==> src/rtl/serial_adder_if.sv <==
// Handshake bundle for the bit-serial adder: operand channel in, result channel out.
interface serial_adder_if #(
  parameter int WIDTH = 8
);
  logic             in_valid;
  logic             in_ready;
  logic [WIDTH-1:0] a;
  logic [WIDTH-1:0] b;
  logic             cin;
  logic             out_valid;
  logic             out_ready;
  logic [WIDTH-1:0] sum;
  logic             cout;
  logic             busy;

  modport master (
    output in_valid, a, b, cin, out_ready,
    input  in_ready, out_valid, sum, cout, busy
  );

  modport slave (
    input  in_valid, a, b, cin, out_ready,
    output in_ready, out_valid, sum, cout, busy
  );
endinterface

==> src/rtl/serial_adder.sv <==
// Bit-serial WIDTH-bit adder: one full-adder cell plus a carry flop, LSB first,
// with valid/ready handshakes on the operand and result sides.
module serial_adder #(
  parameter int WIDTH = 8
) (
  input  logic           clk,
  input  logic           rst,
  serial_adder_if.slave  bus
);

  localparam int CW = $clog2(WIDTH + 1);
  localparam logic [CW-1:0] LAST = CW'(WIDTH - 1);

  typedef enum logic [1:0] {
    IDLE,
    RUN,
    DONE
  } state_t;

  state_t           state_q, state_d;
  logic [WIDTH-1:0] a_q, a_d;
  logic [WIDTH-1:0] b_q, b_d;
  logic [WIDTH-1:0] sum_sh_q, sum_sh_d;
  logic             carry_q, carry_d;
  logic [CW-1:0]    cnt_q, cnt_d;
  logic [WIDTH-1:0] sum_q, sum_d;
  logic             cout_q, cout_d;

  logic             bit_s;
  logic             bit_c;
  logic [WIDTH-1:0] sum_shift;

  // Full-adder cell on the current LSBs, and the sum register after taking its bit.
  always_comb begin
    bit_s = a_q[0] ^ b_q[0] ^ carry_q;
    bit_c = (a_q[0] & b_q[0]) | (a_q[0] & carry_q) | (b_q[0] & carry_q);
    sum_shift = sum_sh_q >> 1;
    sum_shift[WIDTH-1] = bit_s;
  end

  // The visible result (sum_q/cout_q) is loaded only on the final RUN edge,
  // so it keeps the last completed value while a new operation shifts.
  always_comb begin
    state_d  = state_q;
    a_d      = a_q;
    b_d      = b_q;
    sum_sh_d = sum_sh_q;
    carry_d  = carry_q;
    cnt_d    = cnt_q;
    sum_d    = sum_q;
    cout_d   = cout_q;
    case (state_q)
      IDLE: begin
        if (bus.in_valid) begin
          a_d     = bus.a;
          b_d     = bus.b;
          carry_d = bus.cin;
          cnt_d   = '0;
          state_d = RUN;
        end
      end
      RUN: begin
        sum_sh_d = sum_shift;
        carry_d  = bit_c;
        a_d      = a_q >> 1;
        b_d      = b_q >> 1;
        cnt_d    = cnt_q + CW'(1);
        if (cnt_q == LAST) begin
          sum_d   = sum_shift;
          cout_d  = bit_c;
          state_d = DONE;
        end
      end
      DONE: begin
        if (bus.out_ready) begin
          state_d = IDLE;
        end
      end
      default: begin
        state_d = IDLE;
      end
    endcase
  end

  always_ff @(posedge clk or posedge rst) begin
    if (rst) begin
      state_q  <= IDLE;
      a_q      <= '0;
      b_q      <= '0;
      sum_sh_q <= '0;
      carry_q  <= 1'b0;
      cnt_q    <= '0;
      sum_q    <= '0;
      cout_q   <= 1'b0;
    end else begin
      state_q  <= state_d;
      a_q      <= a_d;
      b_q      <= b_d;
      sum_sh_q <= sum_sh_d;
      carry_q  <= carry_d;
      cnt_q    <= cnt_d;
      sum_q    <= sum_d;
      cout_q   <= cout_d;
    end
  end

  assign bus.in_ready  = (state_q == IDLE);
  assign bus.out_valid = (state_q == DONE);
  assign bus.busy      = (state_q != IDLE);
  assign bus.sum       = sum_q;
  assign bus.cout      = cout_q;

endmodule
==> src/flat_wrapper.sv <==
// flat-port wrapper written by rule: the top's interface ports become plain ports
module serial_adder_flat 
#(
  parameter int WIDTH = 8
)
  (clk, rst, bus_in_valid, bus_a, bus_b, bus_cin, bus_out_ready, bus_in_ready, bus_out_valid, bus_sum, bus_cout, bus_busy);
  serial_adder_if #(.WIDTH(WIDTH)) bus_i ();
  input  logic clk;
  input  logic rst;
  input wire logic [$bits(bus_i.in_valid)-1:0] bus_in_valid;
  input wire logic [$bits(bus_i.a)-1:0] bus_a;
  input wire logic [$bits(bus_i.b)-1:0] bus_b;
  input wire logic [$bits(bus_i.cin)-1:0] bus_cin;
  input wire logic [$bits(bus_i.out_ready)-1:0] bus_out_ready;
  output wire logic [$bits(bus_i.in_ready)-1:0] bus_in_ready;
  output wire logic [$bits(bus_i.out_valid)-1:0] bus_out_valid;
  output wire logic [$bits(bus_i.sum)-1:0] bus_sum;
  output wire logic [$bits(bus_i.cout)-1:0] bus_cout;
  output wire logic [$bits(bus_i.busy)-1:0] bus_busy;
  assign bus_i.in_valid = bus_in_valid;
  assign bus_i.a = bus_a;
  assign bus_i.b = bus_b;
  assign bus_i.cin = bus_cin;
  assign bus_i.out_ready = bus_out_ready;
  assign bus_in_ready = bus_i.in_ready;
  assign bus_out_valid = bus_i.out_valid;
  assign bus_sum = bus_i.sum;
  assign bus_cout = bus_i.cout;
  assign bus_busy = bus_i.busy;
  serial_adder #(.WIDTH(WIDTH)) u_core (.clk(clk), .rst(rst), .bus(bus_i));
endmodule
==> config.mk <==
export PLATFORM = sky130hd
export DESIGN_NAME = serial_adder_flat
export DESIGN_NICKNAME = d
export VERILOG_FILES = /design/src/rtl/serial_adder_if.sv /design/src/rtl/serial_adder.sv /design/src/flat_wrapper.sv
export SDC_FILE = /design/constraint.sdc
export NUM_CORES = 1
export LEC_CHECK = 0
export ABC_AREA = 1
export CAP_MARGIN = 20
export CORE_MARGIN = 2
export CORE_UTILIZATION = 35
export DETAILED_ROUTE_END_ITERATION = 12
export PLACE_DENSITY_LB_ADDON = 0.25
export SLEW_MARGIN = 40
export SYNTH_ARGS = -nofsm -noshare
export SYNTH_HDL_FRONTEND = slang
export SYNTH_SLANG_ARGS = --single-unit
==> constraint.sdc <==
create_clock -name clk -period 1.5 [get_ports clk]
set_input_delay 0.375 -clock clk [delete_from_list [all_inputs] [get_ports clk]]
set_output_delay 0.375 -clock clk [all_outputs]
set_load 0.005 [all_outputs]
==> results of run 1 <==
[cell usage after synthesis]
cell	number	share of area, %
sky130_fd_sc_hd__nand2_2	11	3.9
sky130_fd_sc_hd__nand2_4	1	0.63
sky130_fd_sc_hd__clkbuf_2	1	0.28
sky130_fd_sc_hd__nand2_1	65	14
sky130_fd_sc_hd__buf_12	1	1.1
sky130_fd_sc_hd__inv_1	3	0.63
sky130_fd_sc_hd__nand4_1	1	0.35
sky130_fd_sc_hd__nor2_1	4	0.84
sky130_fd_sc_hd__buf_6	2	1.3
sky130_fd_sc_hd__fa_1	1	1.1
sky130_fd_sc_hd__o31ai_1	1	0.42
sky130_fd_sc_hd__buf_2	6	1.7
sky130_fd_sc_hd__dfrtp_1	39	55
sky130_fd_sc_hd__nand3_1	54	15
sky130_fd_sc_hd__nor2_2	1	0.35
sky130_fd_sc_hd__inv_2	2	0.42
sky130_fd_sc_hd__buf_4	1	0.42
sky130_fd_sc_hd__ha_1	1	0.70
sky130_fd_sc_hd__nor2_8	1	1.1
sky130_fd_sc_hd__o21ai_0	3	0.84
[area by class of cell]
type                       count  share of cell area (%)
multi-input combinational    144                    31.0
timing repair buffer          44                    17.5
tap                           67                    3.66
sequential                    39                    42.6
clock buffer                   8                    4.37
inverter                       5                   0.928
[worst paths after layout]
path / start / endpoint / slack [ns] / depth (start not counted)
setup reg to reg: u_core.state_q[0]$_DFFE_PP0P_ / u_core.bus.cout$_DFFE_PP0P_ / 0.15 / 7
hold / removal: rst / u_core.bus.sum[5]$_DFFE_PP0P_ / 0.45 / 3
min in group clk: u_core.sum_sh_q[1]$_DFFE_PP0P_ / u_core.bus.sum[0]$_DFFE_PP0P_ / 0.47 / 2
setup / recovery: u_core.state_q[0]$_DFFE_PP0P_ / bus_out_valid / 0.07 / 3
hold reg to reg: u_core.sum_sh_q[1]$_DFFE_PP0P_ / u_core.bus.sum[0]$_DFFE_PP0P_ / 0.47 / 2
max in group asynchronous: rst / u_core.cnt_q[1]$_DFFE_PP0P_ / 0.86 / 3
[worst reg2reg max path: cells and delay by family (launching register included)]
family / cells / cell delay, ns
and+or+nand+nor: 4 / 0.30
DFF: 1 / 0.41
buffers and inverters: 3 / 0.55
[state kept, by name, summed over array words and instances, names as in the netlist]
register and cells:
u_core.a_q 8, u_core.b_q 8, u_core.bus.sum 8, u_core.sum_sh_q 7
u_core.cnt_q 4, u_core.state_q 2, u_core.bus.cout 1, u_core.carry_q 1
[through the flow]
stage                     power (mW)  setup WS [ns]  hold slack [ns]
final                           4.06         0.0683            0.451
after global routing            4.42         0.0109            0.477
after CTS                       4.10         0.0113            0.450
after detailed placement        3.34        0.00606            0.459
after global placement          3.30        0.00318            0.456
after floorplan                 2.85          0.236            0.442
[repair_timing]
| action | in CTS | in global routing |
|---|---|---|
| endpoints found under the setup margin | 12 | 6 |
| resized for setup | 18 | 7 |
| pin swaps | 1 | 1 |
| setup buffers | 2 | 0 |
[cell families (layout without fill, tap and decap cells)]
family                     count (synthesis)  count (layout)
AOI/OAI and AO/OA                          4               4
adders and majority gates                  2               2
buffers and inverters                     16              57
DFF                                       39              39
and+or+nand+nor                          138             138
[where the power goes]
part | switching [mW] | total, mW | leakage (nW) | internal, mW
sequential | 0.278 | 1.74 | 0.504 | 1.46
clock | 0.355 | 0.774 | 0.0515 | 0.420
combinational | 0.876 | 1.54 | 0.606 | 0.667
total | 1.51 | 4.06 | 1.16 | 2.55
[routing by layer]
metal  share of wire, %  vias to the layer above
met5                  0                        -
li1                   -                      733
met2                 44                       42
met1                 48                      674
met4                2.0                        0
met3                5.6                        8
==> run summary, run 1 <==
The multiplexer share of the synthesized area is 0%, and the delay of the slowest critical-path stage is 0.41 ns. The H-tree generated during clock tree synthesis spans 2 levels. The initial core utilization was 36.9%. The final layout contains routed wiring with a total length of 3580 um. On the critical path, the stage with the largest delay is an instance of sky130_fd_sc_hd__dfrtp_1. Number of antenna violations at the first check in global routing: 0. The worst setup path is captured at an output port. After synthesis, the netlist uses 20 different library cells.

Area overhead of the layout relative to synthesis: 28.9%. Counting every sink on the clock net gives 39. The cell sitting at the root of the clock tree is a sky130_fd_sc_hd__clkbuf_8. The routed via count divided by cell count was 4.75; the total via count after detailed routing was 1457.

The run gives 0 as the count of endpoints failing hold in the final timing report. For this block, the initial DRC count from the detailed router was 46. TritonCTS built the clock tree. The category of the critical setup timing path was flip-flop to output port.

Class of the worst hold path: primary input to async pin. The sequential cell area is 976 um2. The xor and xnor fraction of the mapped netlist area came out at 0%. Traced cell by cell, the critical path runs through buf_4 > nor2_4 > buf_2. The logs give 222 for the net count after synthesis and 0.00373 ns for the final setup skew. The tools report the final-stage net count as 262.

In this run the tightest slew margin relative to its limit is 83.0%. Entering global routing, the biggest net connects 40 pins. A synthesized cell averages 8.93 um2. Excluding fillers, the count of instances in the completed layout stands at 307.

The logs give 54.9% for the proportion of synthesized chip area in sequential cells and 0.782 for the weighted congestion reported at the end of routability-driven placement. The main combinational cell family by area after synthesis was simple AND/OR/NAND/NOR gates. The number of clock buffers added by TritonCTS is 5. The share of post-route cells with drive strength above 1 came out at 16.3%.

Summed over all cells, the static leakage comes to 1.16 nW. The logs give 0 for the remaining routing DRC violations and 2290 um2 for the area of all placed cells without fillers. The first global-routing pass estimated 6270 um of wire.

Global routing consumed, over all layers together, 14.9% of the routing resources. The tools report the critical path data required time as 1.12 ns. Dividing total power by cell area gives a power density of 1770 nW/um2.

At the pin with the least slew margin, the transition time is 0.254 ns. The run gives 47.6% as the final core area utilization. The synthesized netlist devotes 36.1% of its cell area to simple gates. The cell area reported after detailed placement was 2180 um2; the adder and majority cell fraction of the synthesized area was 1.83%.

Maximum operating frequency: 698 MHz. Total overflow reported by the global router: 0. The global routing stage identified its most utilized layer as met2. Together, buffers and inverters on the worst path number 2. Counting tap cells, the placed design contains a total of 297 instances.

The tools report the area of the placeable core as 4820 um2. The number of iterations in the first detailed-routing pass is 4, and the clock-pin transition on the worst setup and hold timing paths is 0.07 ns. Setup repair after global routing left no endpoint under its margin.

For the met1 track demand over resource in global routing, the log shows 19.3%. After routing, the total negative slack on setup checks comes to 0 ns. The top cell types in the final layout, fill and taps aside, are sky130_fd_sc_hd__nand2_1, sky130_fd_sc_hd__nand3_1, sky130_fd_sc_hd__dfrtp_1.

The detail route stage leaves a number of antenna-violating nets equal to 0. The tools report the number of warnings printed during yosys synthesis as 0. The largest delay contributor family on the critical path is flip-flops. In the final routed layout, each cell accounts on average for 11.7 um.

The smallest clock period supported by the final layout is computed as 1.43 ns. The flow ran to the end, and the final reports show no timing, DRC or antenna violations. The later pin in the worst-skew pair is clocked with a latency of 0.29 ns.

The width of the die is 75.3 um. The logs give 1780 um2 for the summed instance area of the synthesized netlist and 5660 um2 for the total die area. Across the VDD grid, the largest voltage drop is 0.692 mV. After layout, the worst path uses 95.4% of the clock period. The number of global-route vias before repair is 1404. The count of hold buffers inserted by post-cts repair is 0. Of all nets on the critical path, the largest fanout is 2. The met2 capacity usage during global routing was 23.7%.

At the worst endpoint, the arrival time is 1.06 ns. Counting flops and latches in the post-synthesis netlist gives 39. The wire-length estimate of the detail-placed layout is 2430 um. 0 antenna diodes ended up in the layout.

In this run the vertical extent of the chip is 75.3 um. The run gives 0 as the count of maximum capacitance violations. For the synthesized instance count, the log shows 199. The leading cell type in the layout, fill and taps excluded was sky130_fd_sc_hd__nand2_1. For the number of pins exceeding their max-slew limit in the final report, the log shows 0. The tools report the type of origin of the critical path as a flip-flop. The count of port buffers added during placement was 32.

The clock passes through at most 2 buffers. Summing the areas of all compound-gate instances in the mapped netlist gives 1.27% of the synthesized area. Setup violations remaining at the end of the flow were counted as 0. Summing all multi-input logic gate instances after layout gives 709 um2. The met3 usage was 3.75%; the number of top-level design ports was 33. The filler cells instantiated in the layout total 482.

For the number of placement rows, the log shows 25.
No activity file was read; power rests on OpenSTA's default activity.
==> run 2, diff against run 1 <==
--- a/config.mk
+++ b/config.mk
@@ -6,11 +6,10 @@
 export NUM_CORES = 1
 export LEC_CHECK = 0
 export ABC_AREA = 1
-export CAP_MARGIN = 20
 export CORE_MARGIN = 2
 export CORE_UTILIZATION = 35
 export DETAILED_ROUTE_END_ITERATION = 12
-export PLACE_DENSITY_LB_ADDON = 0.25
+export PLACE_DENSITY = 0.58
 export SLEW_MARGIN = 40
 export SYNTH_ARGS = -nofsm -noshare
 export SYNTH_HDL_FRONTEND = slang
==> constraint.sdc (replaced) <==
create_clock -name clk -period 1.41 [get_ports clk]
set_input_delay 0.3525 -clock clk [delete_from_list [all_inputs] [get_ports clk]]
set_output_delay 0.3525 -clock clk [all_outputs]
set_load 0.005 [all_outputs]
==> run 2 against run 1 <==
  * Setup slack lost 0.21 ns
  * Final area up 2.8%
  * Non-clock buffer count up 8
  * Count of clock-buffer cells in the layout decreased by 2
  * Sequential share of layout area decreased by 1.2 points
  * The run now ends with setup timing left
  * Clock skew grew 0.0032 ns
  * Sequential power is 7% higher
  * Power grew 9.1%
  * Critical endpoint is now bus_busy
==> run summary, run 2 (synthesized netlist as in run 1, its figures left out) <==
Dividing the final minimum period by the clock period gives 110%. Leaving out fill and tap cells, the most frequent cell in the layout is sky130_fd_sc_hd__nand2_1. The width of the die is 75.3 um (unchanged), and the final-stage net count is 270 (+3.1%).

The maximum fanout along the worst path is 2 (unchanged). Die span in y: 75.3 um (unchanged). The shortest clock period the worst path allows after layout was 1.55 ns; the cell depth of the worst flop-to-flop path was 8 (+1). Library cell used as clock root buffer: sky130_fd_sc_hd__clkbuf_8. The number of antenna cells inserted is 0 (unchanged), and the transition time at the pin with the least slew margin is 0.247 ns (-0.00664 ns). The logs give -0.0610 ns (-0.0671 ns) for the post-placement setup slack and 1442 (+2.7%) for the number of global-route vias before repair. By instance count, the cell type seen most on the critical path is sky130_fd_sc_hd__buf_6.

The number of buffers inserted during clock tree synthesis is 5 (unchanged), and the count of maximum capacitance violations is 0 (unchanged). On the critical path, the stage with the largest delay is an instance of sky130_fd_sc_hd__dfrtp_1. The kind of end point of the critical path was an output port. The count of endpoints failing setup in the final report is 2 (+2).

The logs give 0 (unchanged) for the count of hold buffers inserted by post-cts repair and 5660 um2 (unchanged) for the total die area. Traced cell by cell, the critical path runs through buf_6 > nor2_4 > buf_6 > inv_2 > buf_2. The area of the placeable core was 4820 um2 (unchanged). The flow ran to the end, but the final reports show violations. For the initial core utilization, the log shows 36.9% (unchanged). The run gives 33 (unchanged) as the number of top-level design ports. The checks that failed: setup timing.

The cell area reported after detailed placement is 2200 um2 (+0.69%), and the pin count of the biggest net entering global routing is 40 (unchanged). The maximum operating frequency is 645 MHz. The category of the critical setup timing path is flip-flop to output port. Count of endpoints failing hold in the final timing report: 0 (unchanged).

The leakage power of the design is 1.20 nW (+3.5%). In this run the worst hold path is classified as primary input to async pin. The routed via count divided by cell count is 4.69 (-1.2%), and the number of nets still failing antenna checks after routing is 0 (unchanged).

Routed wire length per instance: 11.8 um (+1.1%). Type of origin of the critical path: a flip-flop. The remaining max-slew budget at the tightest pin was 83.4% (+0.35 points); the worst path buffer plus inverter count was 4 (+2). The worst register-to-register path begins at u_core.state_q[0]$_DFFE_PP0P_. The area of all placed cells without fillers is 2360 um2 (+2.8%), and the wire length of the first global-routing pass is 6490 um (+3.5%). Setup repair after global routing could not meet its margin everywhere. The run gives 0 (unchanged) as the remaining routing DRC violations. Power per standard cell area: 1880 nW/um2 (+6.1%). The data arrival time at the worst-slack endpoint is 1.20 ns (+0.14 ns), and the number of placement rows is 25 (unchanged). The clock-pin transition on the worst setup and hold timing paths came out at 0.07 ns (about the same).

In the layout the commonest cells are sky130_fd_sc_hd__nand2_1, sky130_fd_sc_hd__nand3_1, sky130_fd_sc_hd__dfrtp_1. The area overhead of the layout relative to synthesis is 32.6%, and the number of antenna violations at the first check in global routing is 0 (unchanged). The logs give 0.853 mV (+23%) for the largest voltage drop on the vdd net and 75 (+63%) for the number of DRC violations after detailed-routing iteration 0. The number of iterations in the first detailed-routing pass is 4 (unchanged). TritonCTS built the clock tree. The number of pins exceeding their max-slew limit in the final report came out at 0 (unchanged).

Sum of negative setup slack: -0.232 ns (-0.232 ns). Final HPWL from detailed placement: 2500 um (+2.8%). Count of port buffers added during placement: 32 (unchanged).

The run gives 0.00694 ns (+0.00321 ns) as the final setup skew. The tools report the total length of routed wires as 3710 um (+3.4%). The tools report the maximum clock path buffer count as 2 (unchanged).

Total routing resource utilization after global routing: 15.2% (+0.34 points). The share of post-route cells with drive strength above 1 was 19.4% (+3.2 points); the setup slack of the critical path after layout was -0.139 ns (-0.208 ns). Delay of the slowest critical-path stage: 0.40 ns (about the same). In this run the critical register-to-register path is captured at u_core.a_q[7]$_DFFE_PP0P_. The overall power consumption came out at 4.43 mW (+9.1%).

Broken down by cell family, the worst path's largest delay share belongs to flip-flops. The run gives 0.09 ns (-0.06 ns) as the worst reg-to-reg setup slack. The tools report the weighted congestion reported at the end of routability-driven placement as 0.762 (-2.5%).

The total via count after detailed routing was 1473 (+1.1%). The total overflow reported by the global router was 0 (unchanged). The post-placement cell count was 299 (+0.67%); the critical path data required time was 1.06 ns (-0.06 ns). The clock latency on the worst-skew pair is 0.29 ns (about the same).

The non-filler instance count after layout came out at 314 (+2.3%). The level count of the clock H-tree came out at 2 (unchanged). The number of sinks handled by clock tree synthesis is 39 (unchanged).
==> run 2: changes by cell type in the layout (fill, tap and decap cells not counted), moves of 2 or more <==
cell and change:
sky130_fd_sc_hd__inv_2 +2, sky130_fd_sc_hd__buf_6 +6, sky130_fd_sc_hd__buf_4 +3, sky130_fd_sc_hd__clkbuf_2 -2
==> run 2: power breakdown <==
part           internal (mW)  total [mW]  leakage (nW)  switching (mW)
clock network          0.384       0.759        0.0470           0.375
logic                  0.846        1.81         0.651           0.963
registers               1.56        1.86         0.504           0.303
total                   2.79        4.43          1.20            1.64
==> run 2: layer usage <==
metal	part of all wire, %	track usage [%]
met2	46	25.1
met4	1.5	5.26
met5	0	0
met1	48	19.4
met3	4.8	4.02
==> run 2: repair_timing <==
| action | 4_1_cts | 5_1_grt |
|---|---|---|
| resized for setup | 22 | 9 |
| pin swaps | 1 | 2 |
| setup endpoints to repair | 12 | 16 |
| buffers inserted | 8 | 1 |
==> run 2: how the worst max path moves through the flow <==
stage | cells after the start | start | to | slack (ns)
floorplan | 1 | rst | u_core.a_q[0]$_DFFE_PP0P_ | 0.17
global placement | 2 | u_core.state_q[1]$_DFFE_PP0P_ | bus_in_ready | -0.07
detailed placement | 2 | u_core.state_q[1]$_DFFE_PP0P_ | bus_in_ready | -0.06
CTS | 4 | u_core.state_q[0]$_DFFE_PP0P_ | bus_in_ready | -0.19
global route | 5 | u_core.state_q[1]$_DFFE_PP0P_ | bus_busy | -0.19
finish | 5 | u_core.state_q[1]$_DFFE_PP0P_ | bus_busy | -0.14
==> run 2: layout make-up <==
cell class,instances,area [um2]
timing repair buffer,52,485
tap,67,83.8
multi-input combinational,144,704
clock inverter,1,5.00
fill,494,2460
sequential,39,976
clock buffer,6,82.6
inverter,5,18.8
==> run 2: worst reg2reg max path, cell delays in order, from the launching register on <==
cell	delay (ns)
sky130_fd_sc_hd__dfrtp_1	0.38
sky130_fd_sc_hd__buf_6	0.12
sky130_fd_sc_hd__buf_4	0.10
sky130_fd_sc_hd__nand2_2	0.06
sky130_fd_sc_hd__inv_2	0.20
sky130_fd_sc_hd__buf_4	0.22
sky130_fd_sc_hd__nor2_2	0.05
sky130_fd_sc_hd__nand2_1	0.05
sky130_fd_sc_hd__nand2_1	0.04
==> run 2: through the flow <==
stage	hold slack (ns)	utilization (%)
floorplan	0.442	-
global placement	0.462	45.6
detailed placement	0.465	45.6
CTS	0.421	48.5
global route	0.436	48.9
finish	0.412	48.9
